--- src/rtl/out_decimal_sink_if.sv ---
// rtl/out_decimal_sink_if.sv - CPU output port and ASCII character stream bundle
//
// Signals:
//   out_strobe  CPU doOut strobe (capture byte on this posedge)
//   out_data    CPU dbus value accompanying out_strobe
//   char_valid  char_data holds a character
//   char_data   ASCII character
//   char_ready  downstream accepts the character on this edge
// Modports:
//   master  the decimal sink (sources the character stream)
//   slave   the environment (CPU side and console/UART side)
interface out_decimal_sink_if;
    logic       out_strobe;
    logic [7:0] out_data;
    logic       char_valid;
    logic [7:0] char_data;
    logic       char_ready;

    modport master (
        input  out_strobe,
        input  out_data,
        input  char_ready,
        output char_valid,
        output char_data
    );

    modport slave (
        output out_strobe,
        output out_data,
        output char_ready,
        input  char_valid,
        input  char_data
    );
endinterface

--- src/rtl/out_decimal_sink.sv ---
// rtl/out_decimal_sink.sv - nic8 output port sink printing each byte as "%03d\n"
//
// Each byte strobed by the CPU is queued in a DEPTH-entry FIFO, converted to
// BCD by a sequential double-dabble engine (one step per clock), and emitted
// as four ASCII characters: hundreds, tens, ones, EOL.
//
// Ports:
//   clk        system clock, all state changes on posedge
//   reset      synchronous active-high reset
//   port       out_decimal_sink_if.master (CPU capture + character stream)
//   fifo_full  FIFO holds DEPTH entries
//   overflow   sticky: a strobe arrived while full and was dropped
//   busy       FSM not idle or FIFO non-empty
module out_decimal_sink #(
    parameter int         DEPTH = 4,
    parameter logic [7:0] EOL   = 8'h0A
) (
    input  logic               clk,
    input  logic               reset,
    out_decimal_sink_if.master port,
    output logic               fifo_full,
    output logic               overflow,
    output logic               busy
);
    localparam int AW = $clog2(DEPTH);
    localparam logic [AW:0] FULL_COUNT = DEPTH[AW:0];

    localparam logic [1:0] IDLE = 2'd0;
    localparam logic [1:0] CONV = 2'd1;
    localparam logic [1:0] EMIT = 2'd2;

    logic [7:0]    mem [DEPTH];
    logic [AW-1:0] head;
    logic [AW-1:0] tail;
    logic [AW:0]   count;

    logic [1:0]    state;
    logic [7:0]    bin;
    logic [11:0]   bcd;
    logic [2:0]    shiftCnt;
    logic [1:0]    charIdx;

    logic          isFull;
    logic          isEmpty;
    logic          doPush;
    logic          doPop;
    logic          xfer;
    logic          lineDone;
    logic [11:0]   bcdAdj;
    logic [11:0]   bcdNext;
    logic [7:0]    binNext;

    assign isFull   = (count == FULL_COUNT);
    assign isEmpty  = (count == '0);
    assign xfer     = port.char_valid && port.char_ready;
    assign lineDone = (state == EMIT) && xfer && (charIdx == 2'd3);
    // The next line's pop coincides with the EOL transfer so lines run back to back.
    assign doPop    = !isEmpty && ((state == IDLE) || lineDone);
    // A strobe into a full FIFO is dropped even if a pop frees a slot on the same edge.
    assign doPush   = port.out_strobe && !isFull;

    assign fifo_full = isFull;
    assign busy      = (state != IDLE) || !isEmpty;

    // One double-dabble step: correct every nibble >= 5, then shift {bcd, bin} left.
    always_comb begin
        bcdAdj = bcd;
        for (int i = 0; i < 3; i++) begin
            if (bcd[4*i +: 4] >= 4'd5) begin
                bcdAdj[4*i +: 4] = bcd[4*i +: 4] + 4'd3;
            end
        end
        {bcdNext, binNext} = {bcdAdj, bin} << 1;
    end

    function automatic logic [7:0] digitChar(input logic [11:0] b, input logic [1:0] idx);
        case (idx)
            2'd0:    digitChar = 8'h30 + {4'd0, b[11:8]};
            2'd1:    digitChar = 8'h30 + {4'd0, b[7:4]};
            2'd2:    digitChar = 8'h30 + {4'd0, b[3:0]};
            default: digitChar = EOL;
        endcase
    endfunction

    // FIFO storage carries no reset; occupancy is tracked by count/pointers.
    always_ff @(posedge clk) begin
        if (!reset && doPush) begin
            mem[tail] <= port.out_data;
        end
    end

    always_ff @(posedge clk) begin
        if (reset) begin
            head     <= '0;
            tail     <= '0;
            count    <= '0;
            overflow <= 1'b0;
        end else begin
            if (doPush) begin
                tail <= tail + 1'b1;
            end
            if (doPop) begin
                head <= head + 1'b1;
            end
            case ({doPush, doPop})
                2'b10:   count <= count + 1'b1;
                2'b01:   count <= count - 1'b1;
                default: count <= count;
            endcase
            if (port.out_strobe && isFull) begin
                overflow <= 1'b1;
            end
        end
    end

    always_ff @(posedge clk) begin
        if (reset) begin
            state           <= IDLE;
            bin             <= '0;
            bcd             <= '0;
            shiftCnt        <= '0;
            charIdx         <= '0;
            port.char_valid <= 1'b0;
            port.char_data  <= '0;
        end else begin
            case (state)
                IDLE: begin
                    if (doPop) begin
                        bin      <= mem[head];
                        bcd      <= '0;
                        shiftCnt <= '0;
                        state    <= CONV;
                    end
                end
                CONV: begin
                    bin      <= binNext;
                    bcd      <= bcdNext;
                    shiftCnt <= shiftCnt + 1'b1;
                    if (shiftCnt == 3'd7) begin
                        // Present the hundreds digit straight from the final step.
                        state           <= EMIT;
                        charIdx         <= 2'd0;
                        port.char_valid <= 1'b1;
                        port.char_data  <= digitChar(bcdNext, 2'd0);
                    end
                end
                EMIT: begin
                    if (xfer) begin
                        if (charIdx == 2'd3) begin
                            port.char_valid <= 1'b0;
                            charIdx         <= 2'd0;
                            if (doPop) begin
                                bin      <= mem[head];
                                bcd      <= '0;
                                shiftCnt <= '0;
                                state    <= CONV;
                            end else begin
                                state <= IDLE;
                            end
                        end else begin
                            charIdx        <= charIdx + 2'd1;
                            port.char_data <= digitChar(bcd, charIdx + 2'd1);
                        end
                    end
                end
                default: begin
                    state <= IDLE;
                end
            endcase
        end
    end
endmodule

--- src/flat_wrapper.sv ---
// flat-port wrapper written by rule: the top's interface ports become plain ports
module out_decimal_sink_flat 
#(
    parameter int         DEPTH = 4,
    parameter logic [7:0] EOL   = 8'h0A
)
  (clk, reset, fifo_full, overflow, busy, port_out_strobe, port_out_data, port_char_ready, port_char_valid, port_char_data);
  out_decimal_sink_if port_i ();
  input  logic clk;
  input  logic reset;
  output logic fifo_full;
  output logic overflow;
  output logic busy;
  input wire logic [$bits(port_i.out_strobe)-1:0] port_out_strobe;
  input wire logic [$bits(port_i.out_data)-1:0] port_out_data;
  input wire logic [$bits(port_i.char_ready)-1:0] port_char_ready;
  output wire logic [$bits(port_i.char_valid)-1:0] port_char_valid;
  output wire logic [$bits(port_i.char_data)-1:0] port_char_data;
  assign port_i.out_strobe = port_out_strobe;
  assign port_i.out_data = port_out_data;
  assign port_i.char_ready = port_char_ready;
  assign port_char_valid = port_i.char_valid;
  assign port_char_data = port_i.char_data;
  out_decimal_sink #(.DEPTH(DEPTH), .EOL(EOL)) u_core (.clk(clk), .reset(reset), .port(port_i), .fifo_full(fifo_full), .overflow(overflow), .busy(busy));
endmodule
--- config.mk ---
export PLATFORM = sky130hd
export DESIGN_NAME = out_decimal_sink_flat
export DESIGN_NICKNAME = d
export VERILOG_FILES = /design/src/rtl/out_decimal_sink_if.sv /design/src/rtl/out_decimal_sink.sv /design/src/flat_wrapper.sv
export SDC_FILE = /design/constraint.sdc
export NUM_CORES = 1
export LEC_CHECK = 0
export CORE_MARGIN = 2
export CORE_UTILIZATION = 58
export CTS_BUF_LIST = sky130_fd_sc_hd__clkbuf_8 sky130_fd_sc_hd__clkbuf_16
export DETAILED_ROUTE_END_ITERATION = 6
export PLACE_DENSITY = 0.79
export SLEW_MARGIN = 20
export SYNTH_ARGS = -nofsm -noshare
export SYNTH_HDL_FRONTEND = slang
export SYNTH_SLANG_ARGS = --single-unit
--- constraint.sdc ---
create_clock -name clk -period 2.4 [get_ports clk]
set_input_delay 0.48 -clock clk [delete_from_list [all_inputs] [get_ports clk]]
set_output_delay 0.48 -clock clk [all_outputs]
set_load 0.05 [all_outputs]
# [Word-level counts from Yosys, hierarchy flattened]
# Memory sizes are Yosys's and may differ from the RTL's. A register that Yosys moved wholly into a read port is not among the register bits.
# Index checks and enable logic that the tools add are counted.
[op_classes] addsub=13 multipliers=0 div_mod_pow=0 n_lt_le_gt_ge=3 n_eq_ne=14 shift=0 muxes=39 n_bitwise=0 n_reduce_logical=24
[ops] cell="$mux 8" count=6
[ops] cell="$pmux 8 s3" count=2
[ops] cell="$mux 12" count=3
[ops] cell="$pmux 12 s3" count=1
[ops] cell="$add 6x4->7 const A" count=4
[ops] cell="$mux 2" count=9
[ops] cell="$pmux 8 s2" count=1
[ops] cell="$ge 4x3->1 const B" count=3
[ops] cell="$mux 3" count=4
[ops] cell="$reduce_and 4->1" count=3
[ops] cell="$pmux 3 s3" count=1
[ops] cell="$add 4x2->4 const B" count=2
[ops] cell="$eq 2x2->1 const B" count=4
[ops] cell="$mux 4" count=2
[ops] cell="$logic_and 1x1->1" count=7
[ops] cell="$add 2x1->2 const B" count=3
[ops] cell="$add 3x1->3 const B" count=2
[ops] cell="$eq 2x1->1 const B" count=3
[ops] cell="$eq 3x3->1 const B" count=2
[ops] cell="$mux 1" count=6
[ops] cell="$ne 2x1->1 const B" count=3
[ops] cell="$pmux 2 s3" count=1
[ops] cell="$pmux 3 s2" count=1
[ops] cell="$reduce_and 3->1" count=2
[ops] cell="11 further kinds" count=18
[totals] register_bits=44 latchBits=0 ram_bits=32 mem_bits_ro=0 input_bits=12 out_inout_bits=12 word_cells=105 n_memories=1
[memory_table] name="u_core.mem" words=4 word_bits=8 read_ports=1 rd_ports_with_merged_regs=1 wr=1 line_no="out_decimal_sink.sv:32" source="logic [7:0] mem [DEPTH];"

# [Depth between registers and ports, before layout]
# Gate-level depths: netlist of run 1.
[depth] depth_word=9 mapped_depth=8 depth_no_buf=8

# [Worst setup path before layout of run 1]
# Ideal clock, no wire load.
[synth_path] path_type="reg-to-reg" start="reg u_core.count[2]" end="reg u_core.count[2]" setup_time_ps=71 arrival_ps=2853 required_ps=2329 slack_ps=-523 path_stages_with_launch=8 n_path_buf=0 period_less_slack_ps=2923 cell_sequence="dfxtp_1 > nor3b_1 > nand2b_1 > ha_1 > fa_1 > xnor2_1 > or3_1 > a21oi_1"
[synth_between] elab_chain_len=5 word_cells_on_any_way=12 cone_classes="2 x add/sub; 3 x eq/ne; 1 x mux; 6 x reduce/logical"
[synth_rtl] element="start, declared" line_no="out_decimal_sink.sv:35" source="logic [AW:0] count;"
[synth_rtl] element="start signal, assigned" line_no="out_decimal_sink.sv:106" source="2'b10: count <= count + 1'b1;"
[synth_rtl] element="start signal, assigned" line_no="out_decimal_sink.sv:107" source="2'b01: count <= count - 1'b1;"
[synth_rtl] element="start signal, assigned" line_no="out_decimal_sink.sv:108" source="default: count <= count;"
[synth_rtl] element="$eq 3x3->1 (*)" line_no="out_decimal_sink.sv:53" source="assign isFull = (count == FULL_COUNT);"
[synth_rtl] element="via fifo_full" line_no="flat_wrapper.sv:11" source="output logic fifo_full;"
[synth_rtl] element="$logic_not 1->1 (*)" line_no="out_decimal_sink.sv:60" source="assign doPush = port.out_strobe && !isFull;"
[synth_rtl] element="$logic_and 1x1->1 (*)" line_no="out_decimal_sink.sv:60"
[synth_rtl] element="$eq 2x1->1 / $eq 2x2->1 (equally long branches)" line_no="out_decimal_sink.sv:105" source="case ({doPush, doPop})"
[synth_rtl] element="$pmux 3 s2 / $reduce_bool 2->1 (equally long branches)"
# Mark *: on every way through the listed nets, which the timed path passes. The rest lies on a longest branch.
# A chain may end at the register's enable or synchronous reset.

# [Worst setup path in the final report of run 1]
[layout_path] start="reg u_core.count[1]" end="reg u_core.count[2]"
[layout_between] elab_chain_len=5 word_cells_on_any_way=12 cone_classes="2 x add/sub; 3 x eq/ne; 1 x mux; 6 x reduce/logical"
[layout_rtl] element="$eq 3x3->1 / $logic_not 3->1 (equally long branches)" line_no="out_decimal_sink.sv:53, out_decimal_sink.sv:54"
[layout_rtl] element="$logic_not 1->1 (on tied branches)" line_no="out_decimal_sink.sv:60, out_decimal_sink.sv:58"
[layout_rtl] element="$logic_and 1x1->1 (on tied branches)" line_no="out_decimal_sink.sv:60, out_decimal_sink.sv:58"
[layout_rtl] element="$eq 2x1->1 / $eq 2x2->1 (equally long branches)" line_no="out_decimal_sink.sv:105"
[layout_rtl] element="$pmux 3 s2 / $reduce_bool 2->1 (equally long branches)"
# Parallel ways exist; a longest one is shown, timed or not.

==> results.py, run 1 <==
metrics = {
    "placement": {
        "pre_cts_ws_ns": -0.0672,
        "io_buffers": 21,
        "place_congestion": 0.741,
        "dpl.hpwl_microns": 4300,
    },
    "synthesis": {
        "synth-edff-count": 32,
        "syn_inst": 294,
        "ys_ff_latch": 75,
        "seq_area_frac_synth_pct": 52.1,
        "syn_area_per_cell_sq_um": 11.9,
        "yosys_warnings": 0,
        "ys.flop_type": "dfxtp_1",
        "syn_area_sq_um": 3490,
        "synthArstFlopShare_pct": 0,
        "ys_types": 51,
    },
    "sta": {
        "setup_ws_ns": 0.188,
        "rsz0062_at_grt": "no",
        "max-slew-margin-rel_pct": 48.8,
        "worst_pin_slew_ns": 0.766,
        "maxSlewViolCount": 0,
        "fmax_ghz": 0.452,
        "post-route-period-util_pct": 92.1,
        "fin_skew_ns": 0.0112,
        "min_period_ns": 2.21,
        "hold_violations": 0,
        "setup-violations-final": 0,
        "fin_setup_tns_ns": 0,
    },
    "floorplan": {
        "initial_core_util_pct": 59.4,
        "pin_count": 24,
        "rows": 28,
        "core-area_sq_um": 5890,
        "dieArea_sq_um": 6660,
        "die_w_microns": 81.6,
        "die_h_microns": 81.6,
    },
    "run_status": {
        "status": "complete, no violations",
    },
    "final_layout": {
        "utilization_pct": 67.5,
        "nets": 353,
        "antennaDiodeCount": 0,
        "drive_gt1_share_pct": 15.3,
        "area_growth_pct": 13.6,
    },
    "detailed_routing": {
        "drt-met1-wl_microns": 2870,
        "ant_nets": 0,
        "firstDrtPassIters": 6,
        "dr_wl_met2_microns": 3120,
        "dr.first_iter.drc_count": 148,
        "vias_per_cell": 5.75,
        "dr_wl_met3_microns": 197,
        "top_layer": "met4",
        "wl_per_cell_microns": 15.6,
        "drt_wl_total_microns": 6280,
        "drc": 0,
        "num_vias": 2312,
    },
    "global_routing": {
        "grt_pass1_vias": 2247,
        "grt_util_all_layers_pct": 21.1,
        "antenna_found_initial": 0,
        "grt_max_degree": 25,
        "grt_pass1_wl_microns": 10400,
        "gr-total-overflow": 0,
    },
    "clock_tree": {
        "clock_sinks": 75,
        "clk_latency_ns": 0.36,
        "clkTransAtPathRegs_ns": 0.08,
        "cts-buffers-inserted": 9,
        "clk_root_buffer_cell": "clkbuf_8",
        "cts_setup_buffers": 0,
        "clk_path_buf_depth": 2,
        "tritoncts": "yes",
        "htreeDepth": 3,
    },
    "setup_path": {
        "cp_top_family": "simple AND/OR/NAND/NOR gates",
        "arrival_ns": 2.50,
        "crit_path_cell_trace": "nor3_1 > a211oi_2 > ha_1 > fa_1 > xnor2_1 > or3_1 > a21oi_1",
        "slowest_delay_ns": 0.43,
        "rrSetupSlack_ns": 0.19,
        "crit_slowest_cell": "fa_1",
        "crit_buf_inv": 0,
        "critPathLaunchType": "flip-flop",
        "worstPathMaxFanout": 5,
        "cp.required_ns": 2.69,
        "end_kind": "flip-flop",
        "crit_type": "flip-flop to flip-flop",
    },
    "job": {
        "max-cap-violations": 0,
    },
    "min_path": {
        "hold_path.class": "flip-flop to flip-flop",
    },
    "power": {
        "powerDensity_nw_per_um2": 926,
        "fin_total_pwr_mw": 3.68,
        "peakVddDrop_v": 0.000751,
        "power_leakage_nw": 1.48,
    },
}
==> routing by layer <==
metal  vias up  GRT usage (%)
met3        10           3.63
li1       1149              -
met2        49           35.8
met5         -              0
met1      1104           26.2
met4         0           10.0
==> report_power, final <==
part	switching [mW]	total (mW)	internal (mW)
Sequential	0.139	1.64	1.50
Clock	0.516	0.908	0.392
Combinational	0.642	1.13	0.491
Total	1.30	3.68	2.38
==> state kept, by name (all words and copies together) (netlist names), named ones only <==
signal                  cells
u_core.overflow             1
u_core.state                2
u_core.mem                 32
u_core.bin                  8
u_core.port.char_valid      1
u_core.charIdx              2
u_core.tail                 2
u_core.count                3
u_core.bcd                 12
u_core.shiftCnt             3
u_core.port.char_data       5
u_core.head                 2
==> cell usage after synthesis (2+ instances only) <==
| cell type | count | area, sq um |
|---|---|---|
| buf_2 | 3 | 15.0 |
| o21ai_0 | 5 | 25.0 |
| dfxtp_1 | 43 | 861 |
| nand2_1 | 18 | 67.6 |
| a222oi_1 | 3 | 30.0 |
| mux4_2 | 8 | 180 |
| a2111oi_0 | 2 | 17.5 |
| nor3_1 | 4 | 20.0 |
| ha_1 | 18 | 225 |
| a311oi_2 | 2 | 30.0 |
| buf_4 | 4 | 30.0 |
| nor2_1 | 25 | 93.8 |
| o41ai_1 | 2 | 17.5 |
| nand3b_1 | 4 | 30.0 |
| a21bo_2 | 4 | 40.0 |
| nor3b_1 | 4 | 30.0 |
| buf_1 | 2 | 7.51 |
| buf_6 | 3 | 33.8 |
| mux2i_1 | 7 | 70.1 |
| inv_1 | 12 | 45.0 |
| edfxtp_1 | 32 | 961 |
| nand2b_1 | 8 | 50.1 |
| a22o_1 | 10 | 87.6 |
| xnor2_1 | 6 | 52.6 |
| and2_1 | 5 | 31.3 |
| clkbuf_1 | 4 | 15.0 |
| a311oi_1 | 8 | 70.1 |
| a21oi_1 | 15 | 75.1 |
| nand3_1 | 5 | 25.0 |
| xor2_1 | 2 | 17.5 |
| or3_1 | 6 | 37.5 |
==> cell type report <==
cell class / instances / area, sq um
Timing Repair Buffer: 32 / 294
Clock inverter: 7 / 56.3
Clock buffer: 9 / 124
Multi-Input combinational cell: 192 / 1540
Inverter: 12 / 45.0
Tap cell: 75 / 93.8
Sequential cell: 75 / 1820
Fill cell: 453 / 1920
==> tightest hold or removal path: stages (launching register included) <==
cell and delay [ns]:
dfxtp_1 0.32, nand2b_1 0.06, a21oi_1 0.06
==> worst paths after layout <==
path                    from              end  depth (start not counted)
max reg2reg  u_core.count[1]  u_core.count[2]                          7
min            u_core.bin[0]    u_core.bin[0]                          2
max          u_core.count[1]  u_core.count[2]                          7
min reg2reg    u_core.bin[0]    u_core.bin[0]                          2
==> cell families after synthesis <==
kind of cell | after synthesis | share of synthesized area [%]
other | 1 | 0.107
and+or+nand+nor | 87 | 13.7
muxes | 16 | 7.48
DFF | 75 | 52.1
xor gates and xnor gates | 8 | 2.01
adders and majority gates | 19 | 7.02
AOI/OAI and AO/OA | 60 | 13.4
buffers and inverters | 28 | 4.19
==> metrics by stage <==
stage          instance area, sq um  hold WS, ns  cells
4_1_cts                        3970        0.483    402
3_5_place_dp                   3790        0.465    386
5_1_grt                        3970        0.501    402
3_3_place_gp                   3790        0.456    386
2_1_floorplan                  3500        0.446    295
6_report                       3970        0.481    402
==> layout by cell type (no fill, tap or decap), types with 2 or more instances in the layout <==
| master | n |
|---|---|
| o41ai_1 | 2 |
| o21ai_0 | 5 |
| dfxtp_1 | 43 |
| nand2b_1 | 8 |
| a222oi_1 | 3 |
| nand3b_1 | 4 |
| clkdlybuf4s50_1 | 19 |
| ha_1 | 18 |
| nand2_1 | 18 |
| buf_4 | 11 |
| mux4_2 | 8 |
| edfxtp_1 | 32 |
| nor3b_1 | 3 |
| mux2i_1 | 7 |
| a21oi_1 | 15 |
| and2_1 | 5 |
| a311oi_1 | 8 |
| nor3_1 | 4 |
| nand3_1 | 5 |
| inv_6 | 4 |
| a2111oi_0 | 2 |
| conb_1 | 2 |
| a21bo_2 | 4 |
| or3_1 | 6 |
| a22o_1 | 10 |
| a311oi_2 | 2 |
| xor2_1 | 2 |
| nor2_1 | 25 |
| inv_1 | 12 |
| clkbuf_8 | 9 |
| xnor2_1 | 6 |
==> what timing repair did <==
| item | in CTS | in global routing |
|---|---|---|
| endpoints found under the setup margin | 1 | 1 |
| resized for setup | 1 | 1 |
| hold buffers | 0 | 0 |
(Power assumes the default switching activity.)
==> inputs of run 2 (changes only) <==
--- a/config.mk
+++ b/config.mk
@@ -5,11 +5,12 @@
 export SDC_FILE = /design/constraint.sdc
 export NUM_CORES = 1
 export LEC_CHECK = 0
+export CELL_PAD_IN_SITES_DETAIL_PLACEMENT = 0
+export CELL_PAD_IN_SITES_GLOBAL_PLACEMENT = 1
 export CORE_MARGIN = 2
-export CORE_UTILIZATION = 58
-export CTS_BUF_LIST = sky130_fd_sc_hd__clkbuf_8 sky130_fd_sc_hd__clkbuf_16
+export CORE_UTILIZATION = 47
 export DETAILED_ROUTE_END_ITERATION = 6
-export PLACE_DENSITY = 0.79
+export PLACE_DENSITY_LB_ADDON = 0.1
 export SLEW_MARGIN = 20
 export SYNTH_ARGS = -nofsm -noshare
 export SYNTH_HDL_FRONTEND = slang
==> run 2 against run 1 <==
Global-route usage is 4.4 points lower. Largest cell class unchanged. Via count shrank 2.2%. Sequential share of layout area down 0.85 points. Core utilization fell by 11 points. Sequential power about the same. Routed wire length rose by 0.33%. First-iteration DRC count is 30% lower. Power up 2.9%.
==> results.py, run 2 (synthesis gave the netlist of run 1 again) <==
metrics = {
    "clock_tree": {
        "clk_path_buf_depth": 2,
        "clk_latency_ns": 0.35,
        "htreeDepth": 3,
        "cts-buffers-inserted": 9,
        "clk_root_buffer_cell": "clkbuf_8",
        "tritoncts": "yes",
        "clock_sinks": 75,
        "postCtsHoldBufs": 0,
        "clkTransAtPathRegs_ns": 0.09,
    },
    "detailed_routing": {
        "dr.first_iter.drc_count": 104,
        "vias_per_cell": 5.30,
        "drt_wl_total_microns": 6300,
        "ant_nets": 0,
        "wl_per_cell_microns": 14.8,
        "num_vias": 2262,
        "drc": 0,
        "firstDrtPassIters": 5,
    },
    "global_routing": {
        "antenna_found_initial": 0,
        "gr-total-overflow": 0,
        "grt_max_degree": 22,
        "grt_pass1_vias": 2256,
        "grt_util_all_layers_pct": 16.6,
        "grt_pass1_wl_microns": 10800,
    },
    "power": {
        "powerDensity_nw_per_um2": 935,
        "peakVddDrop_v": 0.000545,
        "power_leakage_nw": 1.50,
    },
    "setup_path": {
        "arrival_ns": 2.45,
        "rr_worst_depth": 7,
        "worstPathMaxFanout": 5,
        "crit_path_cell_trace": "nor3_1 > a211oi_2 > ha_1 > fa_1 > xnor2_1 > or3_1 > a21oi_1",
        "r2r_end": "u_core.count[2]",
        "critPathLaunchType": "flip-flop",
        "crit_slowest_cell": "fa_1",
        "end_kind": "flip-flop",
        "crit_buf_inv": 0,
        "crit_type": "flip-flop to flip-flop",
        "cp_top_family": "adder cells",
        "worstReg2RegStart": "u_core.count[1]",
        "rrSetupSlack_ns": 0.23,
        "slowest_delay_ns": 0.44,
        "cp.required_ns": 2.68,
    },
    "floorplan": {
        "die_w_microns": 90.2,
        "pin_count": 24,
        "dieArea_sq_um": 8140,
        "rows": 31,
        "initial_core_util_pct": 48.4,
        "die_h_microns": 90.2,
        "core-area_sq_um": 7210,
    },
    "sta": {
        "min_period_ns": 2.17,
        "setup-violations-final": 0,
        "worst_pin_slew_ns": 0.803,
        "fin_skew_ns": 0.0129,
        "rsz0062_at_grt": "no",
        "hold_violations": 0,
        "fin_setup_tns_ns": 0,
        "post-route-period-util_pct": 90.4,
        "fmax_ghz": 0.461,
        "maxSlewViolCount": 0,
        "holdWs_ns": 0.473,
        "max-slew-margin-rel_pct": 46.2,
    },
    "run_status": {
        "status": "complete, no violations",
    },
    "final_layout": {
        "final_cell_mix": "dfxtp_1 (43), edfxtp_1 (32), nor2_1 (25)",
        "final_cells": 427,
        "top_regs": "u_core.mem (32), u_core.bcd (12), u_core.bin (8)",
        "antennaDiodeCount": 0,
        "largest_reg_flops": 32,
        "nets": 354,
        "area_growth_pct": 15.8,
        "drive_gt1_share_pct": 15.5,
        "utilization_pct": 56.1,
        "final_common_cell": "dfxtp_1",
        "largest_register": "u_core.mem",
    },
    "min_path": {
        "whs_endpoint": "u_core.bin[4]",
        "whs_path_depth": 2,
        "hold_start": "u_core.bin[3]",
        "hold_path.class": "flip-flop to flip-flop",
    },
    "placement": {
        "dpl.hpwl_microns": 4460,
        "place_inst": 411,
        "io_buffers": 21,
        "place_congestion": 0.769,
    },
    "job": {
        "max-cap-violations": 0,
    },
}
==> run 2: cell types whose count changed in the layout (fill, tap and decap cells not counted), sizes merged <==
| cell | delta |
|---|---|
| inv | -2 |
| buf | +1 |
| bufinv | +1 |
| clkinv | +1 |
==> run 2: report_power, final <==
part	total [mW]	switching, mW	internal (mW)
combinational	1.12	0.634	0.490
clock	1.03	0.523	0.509
sequential	1.63	0.132	1.50
total	3.78	1.29	2.49
==> run 2: area by class of cell <==
type                            instances  area (sq um)
Tap cell                               99           124
Inverter                               12          45.0
Timing Repair Buffer                   33           302
Clock inverter                          7          93.8
Multi-Input combinational cell        192          1540
Clock buffer                            9           124
Sequential cell                        75          1820
Fill cell                             653          3170
==> run 2: how the worst max path moves through the flow <==
stage                               start               to  slack, ns  depth (start not counted)
after floorplan           u_core.count[2]  u_core.count[2]       0.05                          7
after global placement    port_char_ready  u_core.count[2]      -0.02                          8
after detailed placement  port_char_ready  u_core.count[2]      -0.05                          8
after CTS                 u_core.count[2]        fifo_full       0.05                          2
after global routing      u_core.count[1]  u_core.count[2]       0.03                          7
final                     u_core.count[1]  u_core.count[2]       0.23                          7
==> run 2: what timing repair did <==
action / CTS / global route
gates cloned: 0 / 0
gates resized for setup: 1 / 1
setup buffers: 0 / 0
endpoints found under the setup margin: 1 / 1
==> run 2: through the flow <==
stage | power, mW | cell area (sq um) | setup WS (ns)
finish | 3.78 | 4050 | 0.231
global route | 4.04 | 4050 | 0.0312
CTS | 3.85 | 4040 | 0.0516
detailed placement | 2.81 | 3830 | -0.0492
global placement | 2.80 | 3830 | -0.0225
floorplan | 2.56 | 3500 | 0.0476
==> run 2: tightest hold or removal path: stages (launching register included) <==
cell and delay, ns:
dfxtp_1 0.32, nand2_1 0.05, a311oi_1 0.08
==> run 2: layer usage <==
metal,vias to the layer above,GRT usage [%],share of wire (%)
met5,-,0,0
met4,0,8.33,1.3
met3,7,3.19,2.8
met2,38,26.7,49
met1,1070,21.6,47
li1,1147,-,-
==> inputs of run 3 (changes only) <==
--- a/config.mk
+++ b/config.mk
@@ -10,8 +10,9 @@
 export CORE_MARGIN = 2
 export CORE_UTILIZATION = 47
 export DETAILED_ROUTE_END_ITERATION = 6
+export MAX_ROUTING_LAYER = met4
 export PLACE_DENSITY_LB_ADDON = 0.1
-export SLEW_MARGIN = 20
+export SLEW_MARGIN = 15
 export SYNTH_ARGS = -nofsm -noshare
 export SYNTH_HDL_FRONTEND = slang
 export SYNTH_SLANG_ARGS = --single-unit
==> run 3 against run 2 <==
Sequential share of layout area did not move. Final cell count is the same. Final area unchanged. Clock skew is 0.00076 ns higher. Non-clock buffer count unchanged. Critical path depth stayed put. Maximum frequency about the same. Sequential cell count stayed put. Sequential power about the same. Clock power about the same. Core utilization unchanged. Global-route usage is 0.50 points higher. Critical path type unchanged. Largest cell class unchanged.
==> results.py, run 3 (synthesis gave the netlist of run 1 again) <==
metrics = {
    "placement": {
        "dpl.hpwl_microns": 4460,
        "placed_cell_area_sq_um": 3830,
        "place_congestion": 0.780,
        "io_buffers": 21,
    },
    "global_routing": {
        "grt_max_degree": 22,
        "gr-total-overflow": 0,
        "grt_util_all_layers_pct": 17.1,
        "grt_pass1_vias": 2254,
        "grt_pass1_wl_microns": 10800,
        "antenna_found_initial": 0,
    },
    "floorplan": {
        "initial_core_util_pct": 48.4,
        "die_h_microns": 90.2,
        "core-area_sq_um": 7210,
        "dieArea_sq_um": 8140,
        "die_w_microns": 90.2,
        "rows": 31,
        "pin_count": 24,
    },
    "sta": {
        "min_period_ns": 2.17,
        "max-slew-margin-rel_pct": 47.6,
        "hold_violations": 0,
        "fin_skew_ns": 0.0136,
        "setup-violations-final": 0,
        "rsz0062_at_grt": "no",
        "worst_pin_slew_ns": 0.783,
        "maxSlewViolCount": 0,
        "fmax_ghz": 0.461,
        "post-route-period-util_pct": 90.4,
    },
    "power": {
        "peakVddDrop_v": 0.000545,
        "powerDensity_nw_per_um2": 937,
        "power_leakage_nw": 1.50,
    },
    "setup_path": {
        "startpoint": "u_core.count[1]",
        "r2r_end": "u_core.count[2]",
        "end_kind": "flip-flop",
        "arrival_ns": 2.45,
        "rrSetupSlack_ns": 0.23,
        "rr_worst_depth": 7,
        "worstPathMaxFanout": 5,
        "crit_type": "flip-flop to flip-flop",
        "slowest_delay_ns": 0.44,
        "cp.required_ns": 2.68,
        "cp-endpoint": "u_core.count[2]",
        "worstReg2RegStart": "u_core.count[1]",
        "critPathLaunchType": "flip-flop",
        "crit_slowest_cell": "fa_1",
        "crit_path_cell_trace": "nor3_1 > a211oi_2 > ha_1 > fa_1 > xnor2_1 > or3_1 > a21oi_1",
    },
    "final_layout": {
        "fillers": 653,
        "stdcell_area_sq_um": 4050,
        "final_cell_mix": "dfxtp_1 (43), edfxtp_1 (32), nor2_1 (25)",
        "antennaDiodeCount": 0,
        "largest_register": "u_core.mem",
        "top_regs": "u_core.mem (32), u_core.bcd (12), u_core.bin (8)",
        "final_common_cell": "dfxtp_1",
        "utilization_pct": 56.1,
        "nets": 354,
        "largest_reg_flops": 32,
        "drive_gt1_share_pct": 15.5,
        "area_growth_pct": 15.8,
    },
    "run_status": {
        "status": "complete, no violations",
    },
    "clock_tree": {
        "clk_path_buf_depth": 2,
        "cts-buffers-inserted": 9,
        "clk_latency_ns": 0.35,
        "tritoncts": "yes",
        "clk_root_buffer_cell": "clkbuf_8",
        "htreeDepth": 3,
        "cts_setup_buffers": 0,
        "clkTransAtPathRegs_ns": 0.10,
        "clock_sinks": 75,
    },
    "detailed_routing": {
        "ant_nets": 0,
        "vias_per_cell": 5.35,
        "drt_wl_total_microns": 6310,
        "firstDrtPassIters": 7,
        "wl_per_cell_microns": 14.8,
        "num_vias": 2283,
        "drc": 0,
        "dr.first_iter.drc_count": 107,
    },
    "min_path": {
        "hold_path.class": "flip-flop to flip-flop",
    },
    "job": {
        "max-cap-violations": 0,
    },
}
run 3: how the worst min path moves through the flow:
stage,startpoint,to,cells past startpoint
after global placement,u_core.overflow,u_core.overflow,2
after floorplan,u_core.shiftCnt[1],u_core.shiftCnt[1],1
final,u_core.bin[3],u_core.bin[4],2
after global routing,u_core.bin[3],u_core.bin[4],2
after detailed placement,u_core.bin[7],u_core.bcd[0],1
after CTS,u_core.bin[3],u_core.bin[4],2
run 3: repair_timing:
item                       in CTS  in global routing
cloned                          0                  0
resized for setup               1                  1
setup endpoints to repair       1                  1
hold buffers                    0                  0
run 3: per-layer routing:
layer	part of all wire (%)	track usage [%]
met1	48	21.7
met3	2.5	3.19
met5	0	-
met4	1.8	8.33
met2	48	26.6
run 3: layout make-up:
type | instances | area (sq um) | area share [%]
Multi-Input combinational cell | 192 | 1540 | 38.0
Timing Repair Buffer | 33 | 302 | 7.45
Clock buffer | 9 | 124 | 3.06
Tap cell | 99 | 124 | 3.06
Sequential cell | 75 | 1820 | 45.0
Inverter | 12 | 45.0 | 1.11
Clock inverter | 7 | 93.8 | 2.32
run 3: stage by stage:
stage | setup TNS, ns | std cells | hold slack (ns) | total power [mW] | setup WS, ns
finish | 0 | 427 | 0.472 | 3.79 | 0.231
global route | 0 | 427 | 0.503 | 4.04 | 0.0312
CTS | 0 | 427 | 0.473 | 3.85 | 0.0516
detailed placement | -0.0492 | 411 | 0.460 | 2.81 | -0.0492
global placement | -0.0225 | 411 | 0.454 | 2.80 | -0.0225
floorplan | 0 | 295 | 0.446 | 2.56 | 0.0476
run 3: where the power goes:
part / total, mW / switching [mW] / internal (mW)
clock network: 1.04 / 0.527 / 0.509
logic: 1.13 / 0.636 / 0.490
registers: 1.63 / 0.131 / 1.50
run 3: critical path, delay by kind of cell, from the launching register on:
kind / cells / cell delay, ns
fa+ha+maj: 2 / 0.69
simple gates: 2 / 0.66
flops: 1 / 0.38
compound gates: 2 / 0.25
xor+xnor: 1 / 0.15
